===== config.mk =====
export PLATFORM = sky130hd
export DESIGN_NAME = cpu_lsu
export DESIGN_NICKNAME = d
export VERILOG_FILES = /design/src/rtl/cpu_lsu_pkg.sv /design/src/rtl/cpu_lsu_align.sv /design/src/rtl/cpu_lsu.sv
export SDC_FILE = /design/constraint.sdc
export NUM_CORES = 1
export LEC_CHECK = 0
export CORE_MARGIN = 8
export CORE_UTILIZATION = 40
export CTS_CLUSTER_SIZE = 8
export DETAILED_ROUTE_END_ITERATION = 8
export PLACE_DENSITY = 0.81
export SLEW_MARGIN = 15
export SYNTH_ARGS = -nofsm -noshare
export SYNTH_HDL_FRONTEND = slang
export SYNTH_SLANG_ARGS = --single-unit

===== constraint.sdc =====
create_clock -name clk -period 1.7 [get_ports clk]
set_clock_uncertainty 0.1 [all_clocks]
set_input_delay 0.51 -clock clk [delete_from_list [all_inputs] [get_ports clk]]
set_output_delay 0.51 -clock clk [all_outputs]
set_load 0.1 [all_outputs]

===== src/rtl/cpu_lsu_pkg.sv =====
// rtl/cpu_lsu_pkg.sv - funct3 encodings, FSM state type and access decode helpers for cpu_lsu
package cpu_lsu_pkg;

  localparam logic [2:0] F3_LB  = 3'b000;
  localparam logic [2:0] F3_LH  = 3'b001;
  localparam logic [2:0] F3_LW  = 3'b010;
  localparam logic [2:0] F3_LBU = 3'b100;
  localparam logic [2:0] F3_LHU = 3'b101;
  localparam logic [2:0] F3_SB  = 3'b000;
  localparam logic [2:0] F3_SH  = 3'b001;
  localparam logic [2:0] F3_SW  = 3'b010;

  typedef enum logic [1:0] {
    ST_IDLE   = 2'd0,
    ST_ACCESS = 2'd1,
    ST_RESP   = 2'd2
  } lsu_state_e;

  // Exactly one of load/store must be set, and funct3 must name a real RV32I access of that kind.
  function automatic logic op_illegal(input logic load, input logic store, input logic [2:0] funct3);
    if (load == store) begin
      return 1'b1;
    end
    if (load) begin
      return !(funct3 inside {F3_LB, F3_LH, F3_LW, F3_LBU, F3_LHU});
    end
    return !(funct3 inside {F3_SB, F3_SH, F3_SW});
  endfunction

  // funct3[1:0] carries the access size for every legal encoding.
  function automatic logic op_misaligned(input logic [2:0] funct3, input logic [1:0] addr_lo);
    case (funct3[1:0])
      2'b01:   return addr_lo[0];
      2'b10:   return addr_lo != 2'b00;
      default: return 1'b0;
    endcase
  endfunction

endpackage


===== src/rtl/cpu_lsu_align.sv =====
// rtl/cpu_lsu_align.sv - byte-lane steering: store replication, byte enables, load extract and extend
module cpu_lsu_align
  import cpu_lsu_pkg::*;
(
  input  logic        st_is_load,
  input  logic [2:0]  st_funct3,
  input  logic [1:0]  st_addr_lo,
  input  logic [31:0] st_data,
  output logic [3:0]  st_be,
  output logic [31:0] st_wdata,
  input  logic [2:0]  ld_funct3,
  input  logic [1:0]  ld_addr_lo,
  input  logic [31:0] ld_rdata,
  output logic [31:0] ld_data
);

  logic [31:0] lane;

  always_comb begin
    st_be    = 4'b1111;
    st_wdata = st_data;
    if (!st_is_load) begin
      case (st_funct3)
        F3_SB: begin
          st_be    = 4'b0001 << st_addr_lo;
          st_wdata = {4{st_data[7:0]}};
        end
        F3_SH: begin
          st_be    = 4'b0011 << st_addr_lo;
          st_wdata = {2{st_data[15:0]}};
        end
        default: begin
          st_be    = 4'b1111;
          st_wdata = st_data;
        end
      endcase
    end
  end

  // Shift the addressed byte/half down to bit 0 before extending.
  assign lane = ld_rdata >> {ld_addr_lo, 3'b000};

  always_comb begin
    ld_data = 32'h0;
    case (ld_funct3)
      F3_LB:   ld_data = {{24{lane[7]}}, lane[7:0]};
      F3_LH:   ld_data = {{16{lane[15]}}, lane[15:0]};
      F3_LW:   ld_data = ld_rdata;
      F3_LBU:  ld_data = {24'h0, lane[7:0]};
      F3_LHU:  ld_data = {16'h0, lane[15:0]};
      default: ld_data = 32'h0;
    endcase
  end

endmodule


===== src/rtl/cpu_lsu.sv =====
// rtl/cpu_lsu.sv - RV32I load/store unit: one outstanding access, IDLE -> ACCESS -> RESP handshake
module cpu_lsu
  import cpu_lsu_pkg::*;
(
  input  logic        clk,
  input  logic        reset,
  input  logic        req_valid,
  output logic        req_ready,
  input  logic        load,
  input  logic        store,
  input  logic [2:0]  funct3,
  input  logic [31:0] addr,
  input  logic [31:0] store_data,
  output logic        resp_valid,
  output logic [31:0] load_data,
  output logic        misaligned,
  output logic        illegal,
  output logic        mem_req,
  output logic        mem_we,
  output logic [31:0] mem_addr,
  output logic [3:0]  mem_be,
  output logic [31:0] mem_wdata,
  input  logic        mem_ack,
  input  logic [31:0] mem_rdata
);

  lsu_state_e  state_q, state_d;
  logic        req_ready_q, req_ready_d;
  logic        resp_valid_q, resp_valid_d;
  logic [31:0] load_data_q, load_data_d;
  logic        misaligned_q, misaligned_d;
  logic        illegal_q, illegal_d;
  logic        mem_req_q, mem_req_d;
  logic        mem_we_q, mem_we_d;
  logic [31:0] mem_addr_q, mem_addr_d;
  logic [3:0]  mem_be_q, mem_be_d;
  logic [31:0] mem_wdata_q, mem_wdata_d;
  logic        is_load_q, is_load_d;
  logic [2:0]  funct3_q, funct3_d;
  logic [1:0]  addr_lo_q, addr_lo_d;

  logic [3:0]  st_be;
  logic [31:0] st_wdata;
  logic [31:0] ld_data;
  logic        req_illegal;
  logic        req_misaligned;

  cpu_lsu_align u_align (
    .st_is_load (load),
    .st_funct3  (funct3),
    .st_addr_lo (addr[1:0]),
    .st_data    (store_data),
    .st_be      (st_be),
    .st_wdata   (st_wdata),
    .ld_funct3  (funct3_q),
    .ld_addr_lo (addr_lo_q),
    .ld_rdata   (mem_rdata),
    .ld_data    (ld_data)
  );

  assign req_illegal    = op_illegal(load, store, funct3);
  assign req_misaligned = op_misaligned(funct3, addr[1:0]);

  always_comb begin
    state_d      = state_q;
    req_ready_d  = req_ready_q;
    resp_valid_d = 1'b0;
    misaligned_d = 1'b0;
    illegal_d    = 1'b0;
    load_data_d  = load_data_q;
    mem_req_d    = mem_req_q;
    mem_we_d     = mem_we_q;
    mem_addr_d   = mem_addr_q;
    mem_be_d     = mem_be_q;
    mem_wdata_d  = mem_wdata_q;
    is_load_d    = is_load_q;
    funct3_d     = funct3_q;
    addr_lo_d    = addr_lo_q;

    case (state_q)
      ST_IDLE: begin
        req_ready_d = 1'b1;
        if (req_valid) begin
          req_ready_d = 1'b0;
          is_load_d   = load;
          funct3_d    = funct3;
          addr_lo_d   = addr[1:0];
          // Faults skip the memory entirely and answer straight from RESP.
          if (req_illegal || req_misaligned) begin
            state_d      = ST_RESP;
            resp_valid_d = 1'b1;
            illegal_d    = req_illegal;
            misaligned_d = !req_illegal;
            load_data_d  = 32'h0;
          end else begin
            state_d     = ST_ACCESS;
            mem_req_d   = 1'b1;
            mem_we_d    = store;
            mem_addr_d  = {addr[31:2], 2'b00};
            mem_be_d    = st_be;
            mem_wdata_d = st_wdata;
          end
        end
      end
      ST_ACCESS: begin
        if (mem_ack) begin
          state_d      = ST_RESP;
          mem_req_d    = 1'b0;
          mem_we_d     = 1'b0;
          mem_be_d     = 4'b0000;
          resp_valid_d = 1'b1;
          load_data_d  = is_load_q ? ld_data : 32'h0;
        end
      end
      ST_RESP: begin
        state_d     = ST_IDLE;
        req_ready_d = 1'b1;
      end
      default: begin
        state_d     = ST_IDLE;
        req_ready_d = 1'b1;
        mem_req_d   = 1'b0;
        mem_we_d    = 1'b0;
        mem_be_d    = 4'b0000;
      end
    endcase
  end

  always_ff @(posedge clk or negedge reset) begin
    if (!reset) begin
      state_q      <= ST_IDLE;
      req_ready_q  <= 1'b1;
      resp_valid_q <= 1'b0;
      load_data_q  <= 32'h0;
      misaligned_q <= 1'b0;
      illegal_q    <= 1'b0;
      mem_req_q    <= 1'b0;
      mem_we_q     <= 1'b0;
      mem_addr_q   <= 32'h0;
      mem_be_q     <= 4'b0000;
      mem_wdata_q  <= 32'h0;
      is_load_q    <= 1'b0;
      funct3_q     <= 3'b000;
      addr_lo_q    <= 2'b00;
    end else begin
      state_q      <= state_d;
      req_ready_q  <= req_ready_d;
      resp_valid_q <= resp_valid_d;
      load_data_q  <= load_data_d;
      misaligned_q <= misaligned_d;
      illegal_q    <= illegal_d;
      mem_req_q    <= mem_req_d;
      mem_we_q     <= mem_we_d;
      mem_addr_q   <= mem_addr_d;
      mem_be_q     <= mem_be_d;
      mem_wdata_q  <= mem_wdata_d;
      is_load_q    <= is_load_d;
      funct3_q     <= funct3_d;
      addr_lo_q    <= addr_lo_d;
    end
  end

  assign req_ready  = req_ready_q;
  assign resp_valid = resp_valid_q;
  assign load_data  = load_data_q;
  assign misaligned = misaligned_q;
  assign illegal    = illegal_q;
  assign mem_req    = mem_req_q;
  assign mem_we     = mem_we_q;
  assign mem_addr   = mem_addr_q;
  assign mem_be     = mem_be_q;
  assign mem_wdata  = mem_wdata_q;

endmodule


**Word level (Yosys, flattened, before mapping)**

Index checks and enable logic that the tools add are counted.

- Output and inout port bits: 106
- Input bits: 105
- Logic and storage cells: 97
- Flip-flop bits (word level): 112

- Multiplexer cells: 45
- Shift-type cells: 3
- Reduce and logical (&&, ||, !) cells: 16
- Equality and inequality tests: 17
- Bitwise gates (word level): 2

Operators with widths:

| cell | number |
|---|---|
| 2-to-1 mux 32 bit | 5 |
| case mux 32 bit (5 select lines) | 1 |
| case mux 32 bit (2 select lines) | 2 |
| right shift 32 x 5 -> 16 bit | 1 |
| 2-to-1 mux 1 bit | 22 |
| 2-to-1 mux 4 bit | 4 |
| equality test 3 bit (second input constant) | 4 |
| case mux 4 bit (3 select lines) | 1 |
| != test 2 bit (second input constant) | 4 |
| case mux 4 bit (2 select lines) | 1 |
| AND reduction 4 bit | 2 |
| equality test 3 x 1 -> 1 bit (second input constant) | 2 |
| equality test 3 x 2 -> 1 bit (second input constant) | 2 |
| zero test 3 bit | 2 |
| 2-to-1 mux 2 bit | 3 |
| case mux 1 bit (2 select lines) | 3 |
| case mux 1 bit (3 select lines) | 2 |
| nonzero test 5 bit | 1 |
| equality test 2 x 1 -> 1 bit (second input constant) | 2 |
| equality test 2 bit (second input constant) | 2 |
| case mux 2 bit (2 select lines) | 1 |
| AND reduction 2 bit | 2 |
| nonzero test 2 bit | 2 |
| left shift 1 x 2 -> 4 bit (first input constant) | 1 |
| other kinds (8) | 11 |

**Longest topological paths before layout**

Gate-level depths: netlist of run 1.

- Depth in word-level cells: 10
- Depth in mapped cells: 9
- Depth with buffers taken out: 6

**By module**

Synthesis of run 1 repeated with hierarchy kept, for this count alone.

- Cells, all modules: 507
- Area, all modules: 5819.3 um^2

Modules (own cells, without submodules):

| module | sequential area each (um^2) | area each (um^2) | cells each | times used |
|---|---|---|---|---|
| cpu_lsu | 2803.9 | 4426.7 | 313 | 1 |
| cpu_lsu_align | 0.0 | 1392.6 | 194 | 1 |

**Worst setup path after synthesis of run 1**

No wires, ideal clock.

- Path kind: input-to-reg
- From: input funct3[1]
- To: register load_data_q[4], in the netlist load_data[4]
- Stages: 8
- Required time: 1.474 ns
- Path slack: -0.561 ns
- Path buffers: 2
- Setup time: 0.126 ns
- Arrival time: 2.035 ns
- Path through: inv_1 ha_1 o211a_1 a31oi_1 a31o_1 buf_4 buf_6 mux2_2

- Cells in the longest elaborated chain, start to end: 9
- Elaborated cells between the ends (all ways): 18
- Classes of those cells: eq/ne (7); mux (4); reduce/logical (7)

RTL lines:

| item | line | text |
|---|---|---|
| start: declaration | cpu_lsu.sv:11 | `input logic [2:0] funct3,` |
| equality test 3 x 1 -> 1 bit (tied with other cells) | cpu_lsu_pkg.sv:25, cpu_lsu_pkg.sv:27 |  |
| nonzero test 5 bit | cpu_lsu_pkg.sv:25 | `return !(funct3 inside {F3_LB, F3_LH, F3_LW, F3_LBU, F3_LHU});` |
| zero test 1 bit | cpu_lsu_pkg.sv:25 |  |
| 2-to-1 mux 1 bit | cpu_lsu_pkg.sv:24 | `if (load) begin` |
| 2-to-1 mux 1 bit | cpu_lsu_pkg.sv:27 | `return !(funct3 inside {F3_SB, F3_SH, F3_SW});` |
| 2-to-1 mux 1 bit | cpu_lsu_pkg.sv:24 |  |
| logical OR 1 bit (*) | cpu_lsu.sv:89 | `if (req_illegal \|\| req_misaligned) begin` |
| != test 2 bit (no line) (*) | -- |  |
| AND reduction 4 bit (no line) (*) | -- |  |
| end signal: assignment | cpu_lsu.sv:149 | `load_data_q <= load_data_d;` |
| end: declaration | cpu_lsu.sv:30 | `logic [31:0] load_data_q, load_data_d;` |

Every way passes the cells marked *; elsewhere a longest branch is shown, timed or not.
A chain may end at the register's enable or synchronous reset.

**Worst setup path in the final report of run 1**

- From: register addr_lo_q[0]
- To: register load_data_q[18], in the netlist load_data[18]

- Cells in the longest elaborated chain, start to end: 5

RTL lines:

| item | line | text |
|---|---|---|
| start: declaration | cpu_lsu.sv:40 | `logic [1:0] addr_lo_q, addr_lo_d;` |
| start signal: assignment | cpu_lsu.sv:159 | `addr_lo_q <= addr_lo_d;` |
| right shift 32 x 5 -> 16 bit | cpu_lsu_align.sv:41 | `assign lane = ld_rdata >> {ld_addr_lo, 3'b000};` |
| case mux 32 bit (5 select lines) | cpu_lsu_align.sv:45 | `case (ld_funct3)` |
| 2-to-1 mux 32 bit | cpu_lsu.sv:112 | `load_data_d = is_load_q ? ld_data : 32'h0;` |
| 2-to-1 mux 32 bit | cpu_lsu.sv:106 | `if (mem_ack) begin` |
| case mux 32 bit (2 select lines) | cpu_lsu.sv:80 | `case (state_q)` |

No other way between the ends. The select of a mux whose other input is x is not followed.

==> results of run 1 <==
==> state kept, by name (all words and copies together), names as in the netlist <==
register and flops:
load_data 32, mem_wdata 32, mem_addr 30, mem_be 4, funct3_q 3, addr_lo_q 2
state_q 2, illegal 1, is_load_q 1, mem_req 1, mem_we 1, misaligned 1
req_ready 1, resp_valid 1
==> final timing paths <==
path / end / cells after the start
setup / recovery: load_data[18] / 6
hold / removal: funct3_q[0] / 2
setup reg to reg: load_data[18] / 6
hold reg to reg: mem_wdata[12] / 2
max in group asynchronous: load_data[21] / 3
min in group asynchronous: mem_addr[5] / 2
==> synthesized netlist by cell type (2+ instances only) <==
cell and n:
nand3_1 18, inv_1 24, nor3_1 4, a31oi_1 2
mux2_2 64, mux2_1 3, nor2_1 9, a221o_1 8
a22oi_1 10, o21a_1 3, buf_6 7, nor2b_1 2
mux2i_1 21, nand2b_1 4, dfrtp_1 111, o21ai_0 36
nand2_1 50, a22o_1 36, buf_2 6, buf_4 7
ha_1 3, clkbuf_1 12
==> repair_timing <==
item	in CTS	in global routing
buffers inserted	12	14
endpoints found under the hold margin	18	0
hold buffers	1	0
gates resized for setup	73	62
gates cloned	4	8
endpoints found under the setup margin	111	110
pin swaps	24	30
==> layout by cell type, fill, tap and decap left out, types with 3 or more instances in the layout <==
master | netlist | layout
a221o_1 | 8 | 8
a22o_1 | 36 | 36
a22oi_1 | 10 | 9
buf_12 | 0 | 117
buf_4 | 7 | 69
buf_6 | 7 | 13
buf_8 | 0 | 3
clkbuf_16 | 0 | 16
clkdlybuf4s50_1 | 0 | 89
clkinvlp_4 | 0 | 3
dfrtp_1 | 111 | 109
dlygate4sd2_1 | 0 | 8
ha_4 | 0 | 3
inv_1 | 24 | 19
mux2_2 | 64 | 54
mux2_4 | 0 | 13
mux2i_1 | 21 | 19
nand2_1 | 50 | 47
nand2_2 | 0 | 3
nand2b_1 | 4 | 3
nand3_1 | 18 | 10
nand3_2 | 0 | 7
nor2_1 | 9 | 6
o21a_1 | 3 | 3
o21ai_0 | 36 | 18
o21ai_1 | 0 | 5
o21ai_2 | 1 | 12
==> report_power, final <==
part           switching (mW)  total, mW  internal [mW]
sequential              0.997       4.51           3.51
clock                    1.04       2.19           1.15
combinational            8.00       12.8           4.80
total                    10.0       19.5           9.46
==> worst max-delay path, cell delays in order, from the launching register on <==
cell and delay (ns):
dfrtp_1 0.46, buf_4 0.24, mux4_2 0.37, o22ai_4 0.25, clkbuf_16 0.21, o21ai_1 0.10
a22o_1 0.26
==> cell families after synthesis <==
family	synth area share, %
buffers and inverters	5.56
XOR/XNOR	0.162
AO/OA/AOI/OAI	14.9
AND/OR/NAND/NOR	8.39
flip-flops	51.9
multiplexers	18.3
other	0.0695
adder cells (fa/ha/maj)	0.695
==> metrics by stage <==
stage                     hold WS (ns)  instances
after CTS                        0.371        922
after detailed placement         0.338        889
after global placement           0.339        889
after global routing             0.331        940
after floorplan                  0.114        466
final                            0.343        940
==> layer usage <==
metal,up-vias,share of wire (%),track usage [%]
met5,-,0,0
met4,0,5.9,16.0
met3,103,6.6,4.54
met2,377,51,40.9
met1,2729,37,25.8
li1,2268,-,-
==> final cells by class <==
type                            count  area [sq um]
Tap cell                          176           220
Multi-Input combinational cell    297          2630
Sequential cell                   112          2810
Fill cell                         708          2840
Antenna cell                        2          5.00
Timing Repair Buffer              313          4290
Clock buffer                       10           229
Inverter                           24           114
Clock inverter                      6          67.6
==> metrics.md, run 1 <==
| Metric | Value |
|---|---|
| Power Total | `~19 mW` |
| Share of the synthesized area in the top cell type | `around half` |
| Rows | `42` |
| Die Wd | `between 100 and 150 um` |
| Pre-CTS setup slack | `-1.16 ns` |
| Main synth FF type | `dfrtp_1` |
| P_leak | `between 4 and 5 nW` |
| CP Launch Point | `addr_lo_q[0]` |
| Congestion Overflow GR | `0` |
| YS warnings | `0` |
| Clock buffer count from CTS | `9` |
| Port Buffers | `about 210` |
| First DRT Iteration DRCs | `619` |
| HP Class | `input pin to flop` |
| CP endpoint kind | `flop` |
| Area post-placement | `9280 sq um` |
| Gpl congestion | `~0.91` |
| CTS tree | `built` |
| Nets | `865` |
| Mapped Area | `between 5000 and 6000 sq um` |
| GRT Total Usage | `about a quarter` |
| Share of cells above drive strength 1 | `between 40% and 50%` |
| Fin util | `between 70% and 80%` |
| Syn-to-layout area delta | `91.8%` |
| First-pass DRT Iterations | `7` |
| Vias in the first global route | `5656` |
| Leading area contributor after synthesis | `dfrtp_1` |
| Setup TNS | `-31.95 ns` |
| Final WL | `23900 um` |
| Initial Util | `around two fifths` |
| Vias | `between 5000 and 6000` |
| Max VDD drop | `799 uV` |
| CTS max path bufs | `2` |
| Kind of critical path | `flop to flop` |
| First-pass GRT wire length | `between 30000 and 40000 um` |
| Initial antenna violation count | `2` |
| Vias per Instance | `just under 6` |
| Pin count of the biggest net entering global routing | `39` |
| Status | `finished with violations` |
| #FFs+latches synth | `112` |
| WP data arrival | `around 2.3 ns` |
| Clock slew seen by the registers of the worst setup and hold paths | `around 0.09 ns` |
| Die area | `around 17000 sq um` |
| Num ports | `approximately 210` |
| Worst Slack Setup Final | `-0.420 ns` |
| EDFF count, synth | `0` |
| Setup violators final | `between 100 and 150` |
| Worst-skew pair later-pin latency | `around 0.36 ns` |
| Crit share post-route | `125%` |
| WP data required | `1.85 ns` |
| Mean Syn Cell Area | `between 10 and 15 sq um` |
| Worst Setup Start Kind | `flop` |
| Post-Synthesis Cells | `about 470` |
| Max cap viols | `0` |
| Minimum clock period | `around 2.1 ns` |
| Total core area | `13200 sq um` |
| Fin. max-slew vios | `0` |
| Finished Cell Area | `approximately 10000 sq um` |
| R2R Path Start | `addr_lo_q[0]` |
| H-tree depth | `3` |
| Avg WL per Cell | `25.5 um` |
| PD cells | `1880 nW/um^2` |
| CTS root buf | `clkbuf_16` |
| Top cells by area, synth | `dfrtp_1 51%, mux2_2 13%, a22o_1 5.8%` |
| Hold Path Origin | `funct3[0]` |
| Post-DRT Antenna Nets | `0` |
| Worst R2R Setup Slack | `-0.42 ns` |
| HPWL Detailed | `~15000 um` |
| Unrepaired setup endpoints after global routing | `true` |
| Die Span Y | `between 100 and 150 um` |
| Fraction of registers with async set or reset after synthesis | `between 90% and 100%` |
| CP max FO | `8` |
| Fmax | `between 0.4 and 0.5 GHz` |
| Failing checks | `negative setup slack` |
| # clock sinks | `between 100 and 150` |
| Final hold viol count | `0` |
| Count of cell types in the netlist | `47` |
| Post-route DRC | `0` |
| Register area share after synthesis | `51.9%` |
No activity file was read; power rests on OpenSTA's default activity.
==> inputs of run 2 (changes only) <==
- PLACE_DENSITY: 0.81 -> 0.84
==> run 2 against run 1 <==
  * The flow still finishes with violations (negative setup slack)
  * Sequential share of layout area up 0.39 points
  * Cell count down 1.2%
  * Hold slack worse by 0.34 ns
  * Register-to-register slack better by 0.25 ns
  * Sequential power about the same
  * Largest cell class unchanged
  * Sequential cell count unchanged
  * Setup slack better by 0.18 ns
  * Maximum frequency up 9.2%
  * Power down 1.8%
==> metrics.md, run 2 (synthesis gave the netlist of run 1 again) <==
| Metric | Value |
|---|---|
| Vias | `5110 (was 5477)` |
| Commonest non-fill, non-tap cell in the layout | `buf_12 (unchanged)` |
| Gpl congestion | `0.885 (was 0.913)` |
| Power Total | `19.1 mW (was 19.5 mW)` |
| Num ports | `211 (unchanged)` |
| Final hold viol count | `0 (unchanged)` |
| Initial antenna violation count | `1 (was 2)` |
| CP endpoint kind | `flop (unchanged)` |
| Final WL | `21100 um (was 23900 um)` |
| Post-CTS Hold Buffers | `0 (was 1)` |
| Failing checks | `negative setup slack (unchanged)` |
| Crit share post-route | `114% (was 125%)` |
| Met2 Use GR | `40.0% (was 40.9%)` |
| CP max FO | `13 (was 8)` |
| # clock sinks | `112 (unchanged)` |
| R2R Path Start | `addr_lo_q[1] (was addr_lo_q[0])` |
| Vias in the first global route | `5428 (was 5656)` |
| Minimum clock period | `1.94 ns (was 2.12 ns)` |
| Unrepaired setup endpoints after global routing | `true (unchanged)` |
| Filler instances | `748 (was 708)` |
| First DRT Iteration DRCs | `418 (was 619)` |
| CP max-delay cell | `mux2_2 (was dfrtp_1)` |
| Area post-placement | `9340 sq um (was 9280 sq um)` |
| Worst R2R Path Depth | `5 (was 6)` |
| WP data required | `1.84 ns (was 1.85 ns)` |
| Pin count of the biggest net entering global routing | `54 (was 39)` |
| GRT Total Usage | `22.4% (was 23.6%)` |
| Total core area | `13200 sq um (unchanged)` |
| Worst Setup Start Kind | `input pin (was flop)` |
| Die area | `17500 sq um (unchanged)` |
| Met1 usage | `25.4% (was 25.8%)` |
| Slew margin rel. | `roughly 58%` |
| First-pass GRT wire length | `31100 um (was 32700 um)` |
| PD cells | `1880 nW/um^2 (about the same)` |
| Congestion Overflow GR | `0 (unchanged)` |
| Crit path largest cell delay | `0.28 ns (was 0.46 ns)` |
| First-pass DRT Iterations | `5 (was 7)` |
| Post-DRT Antenna Nets | `0 (unchanged)` |
| CTS tree | `built (unchanged)` |
| Worst path top cell family by delay | `compound AO/OA/AOI/OAI gates (unchanged)` |
| Avg WL per Cell | `22.7 um (was 25.5 um)` |
| Post-route DRC | `0 (unchanged)` |
| Setup violators final | `103 (was 110)` |
| Busiest grt layer | `met2 (unchanged)` |
| P_leak | `4.81 nW (was 4.85 nW)` |
| Clock buffer count from CTS | `9 (unchanged)` |
| Fin util | `77.4% (was 78.5%)` |
| Rows | `42 (unchanged)` |
| CTS root buf | `clkbuf_16 (unchanged)` |
| Fmax | `0.515 GHz (was 0.472 GHz)` |
| M3 GR Usage | `5.53% (was 4.54%)` |
| Syn-to-layout area delta | `89.1% (was 91.8%)` |
| Worst Slack Setup Final | `-0.241 ns (was -0.420 ns)` |
| Vias per Instance | `5.50 (was 5.83)` |
| Initial Util | `40.9% (unchanged)` |
| HPWL Detailed | `14600 um (was 14700 um)` |
| Worst-skew pair later-pin latency | `0.35 ns (was 0.36 ns)` |
| Die Span Y | `132 um (unchanged)` |
| Max VDD drop | `1050 uV (was 799 uV)` |
| Status | `finished with violations (unchanged)` |
| Kind of critical path | `input pin to flop (was flop to flop)` |
| Crit path buffers/inverters | `3 (was 2)` |
| Finished Cell Area | `10200 sq um (was 10400 sq um)` |
| Most frequent cells in the layout | `114 x buf_12, 110 x dfrtp_1, 89 x clkdlybuf4s50_1, 64 x buf_4, 51 x mux2_2 (was 117 x buf_12, 109 x dfrtp_1, 89 x clkdlybuf4s50_1, 69 x buf_4, 54 x mux2_2)` |
| Worst-Margin Slew | `0.620 ns` |
| HP Class | `input pin to asynchronous set/reset pin (was input pin to flop)` |
| Max cap viols | `0 (unchanged)` |
| Crit-path cells | `buf_12 > inv_12 > ha_4 > o211a_4 > a31oi_4 > nand3_4 > clkbuf_16 > mux2_2 (was buf_4 > mux4_2 > o22ai_4 > clkbuf_16 > o21ai_1 > a22o_1)` |
| WP data arrival | `2.08 ns (was 2.27 ns)` |
| Port Buffers | `208 (unchanged)` |
| Clock slew seen by the registers of the worst setup and hold paths | `0.07 ns (was 0.09 ns)` |
| CTS max path bufs | `2 (unchanged)` |
| Die Wd | `132 um (unchanged)` |
| H-tree depth | `3 (unchanged)` |
| Worst R2R Setup Slack | `-0.17 ns (was -0.42 ns)` |
| Reg-to-Reg End | `load_data[27] (was load_data[18])` |
| Nets | `856 (was 865)` |
| Share of cells above drive strength 1 | `45.9% (was 46.7%)` |
| Fin. max-slew vios | `0 (unchanged)` |
## run 2: worst max path at each step
stage | slack [ns] | start | to | depth (start not counted)
floorplan | -0.45 | funct3[1] | load_data[4] | 9
global placement | -1.09 | funct3[0] | load_data[3] | 8
detailed placement | -1.15 | funct3[0] | load_data[0] | 8
CTS | -0.28 | funct3[1] | load_data[5] | 10
global route | -0.25 | funct3[1] | mem_addr[24] | 8
finish | -0.24 | funct3[1] | mem_addr[18] | 8
## run 2: what timing repair did
item / CTS / global route
setup buffers: 12 / 5
pin swaps: 29 / 21
cloned: 3 / 5
gates resized for setup: 101 / 50
hold endpoints to repair: 0 / 0
endpoints found under the setup margin: 111 / 109
## run 2: per-stage QoR
step / hold slack (ns) / cells / TNS (ns) / setup WS, ns
floorplan: 0.114 / 466 / -28.83 / -0.447
global route: 0.0181 / 929 / -20.96 / -0.250
CTS: 0.00784 / 925 / -19.78 / -0.282
finish: 0.00764 / 929 / -18.65 / -0.241
detailed placement: 0.388 / 895 / -115.76 / -1.15
global placement: 0.380 / 895 / -106.93 / -1.09
## run 2: power by group
group / switching (mW) / total, mW / leakage (nW) / internal, mW
Sequential: 0.991 / 4.50 / 1.40 / 3.51
Clock: 0.982 / 2.16 / 0.146 / 1.18
Combinational: 7.80 / 12.5 / 3.27 / 4.68
## run 2: metal layers
layer / vias up / share of wire, %
met5: - / 0
met4: 0 / 3.5
met3: 63 / 5.5
met2: 238 / 53
met1: 2572 / 38
li1: 2237 / -
## run 2: layout make-up
| cell class | instances | area, sq um | share of cell area, % |
|---|---|---|---|
| sequential | 112 | 2810 | 27.5 |
| clock buffer | 11 | 243 | 2.38 |
| clock inverter | 4 | 52.6 | 0.515 |
| multi-input combinational | 297 | 2620 | 25.6 |
| tap | 176 | 220 | 2.16 |
| antenna | 1 | 2.50 | 0.0245 |
| inverter | 24 | 110 | 1.08 |
| timing repair buffer | 304 | 4160 | 40.7 |
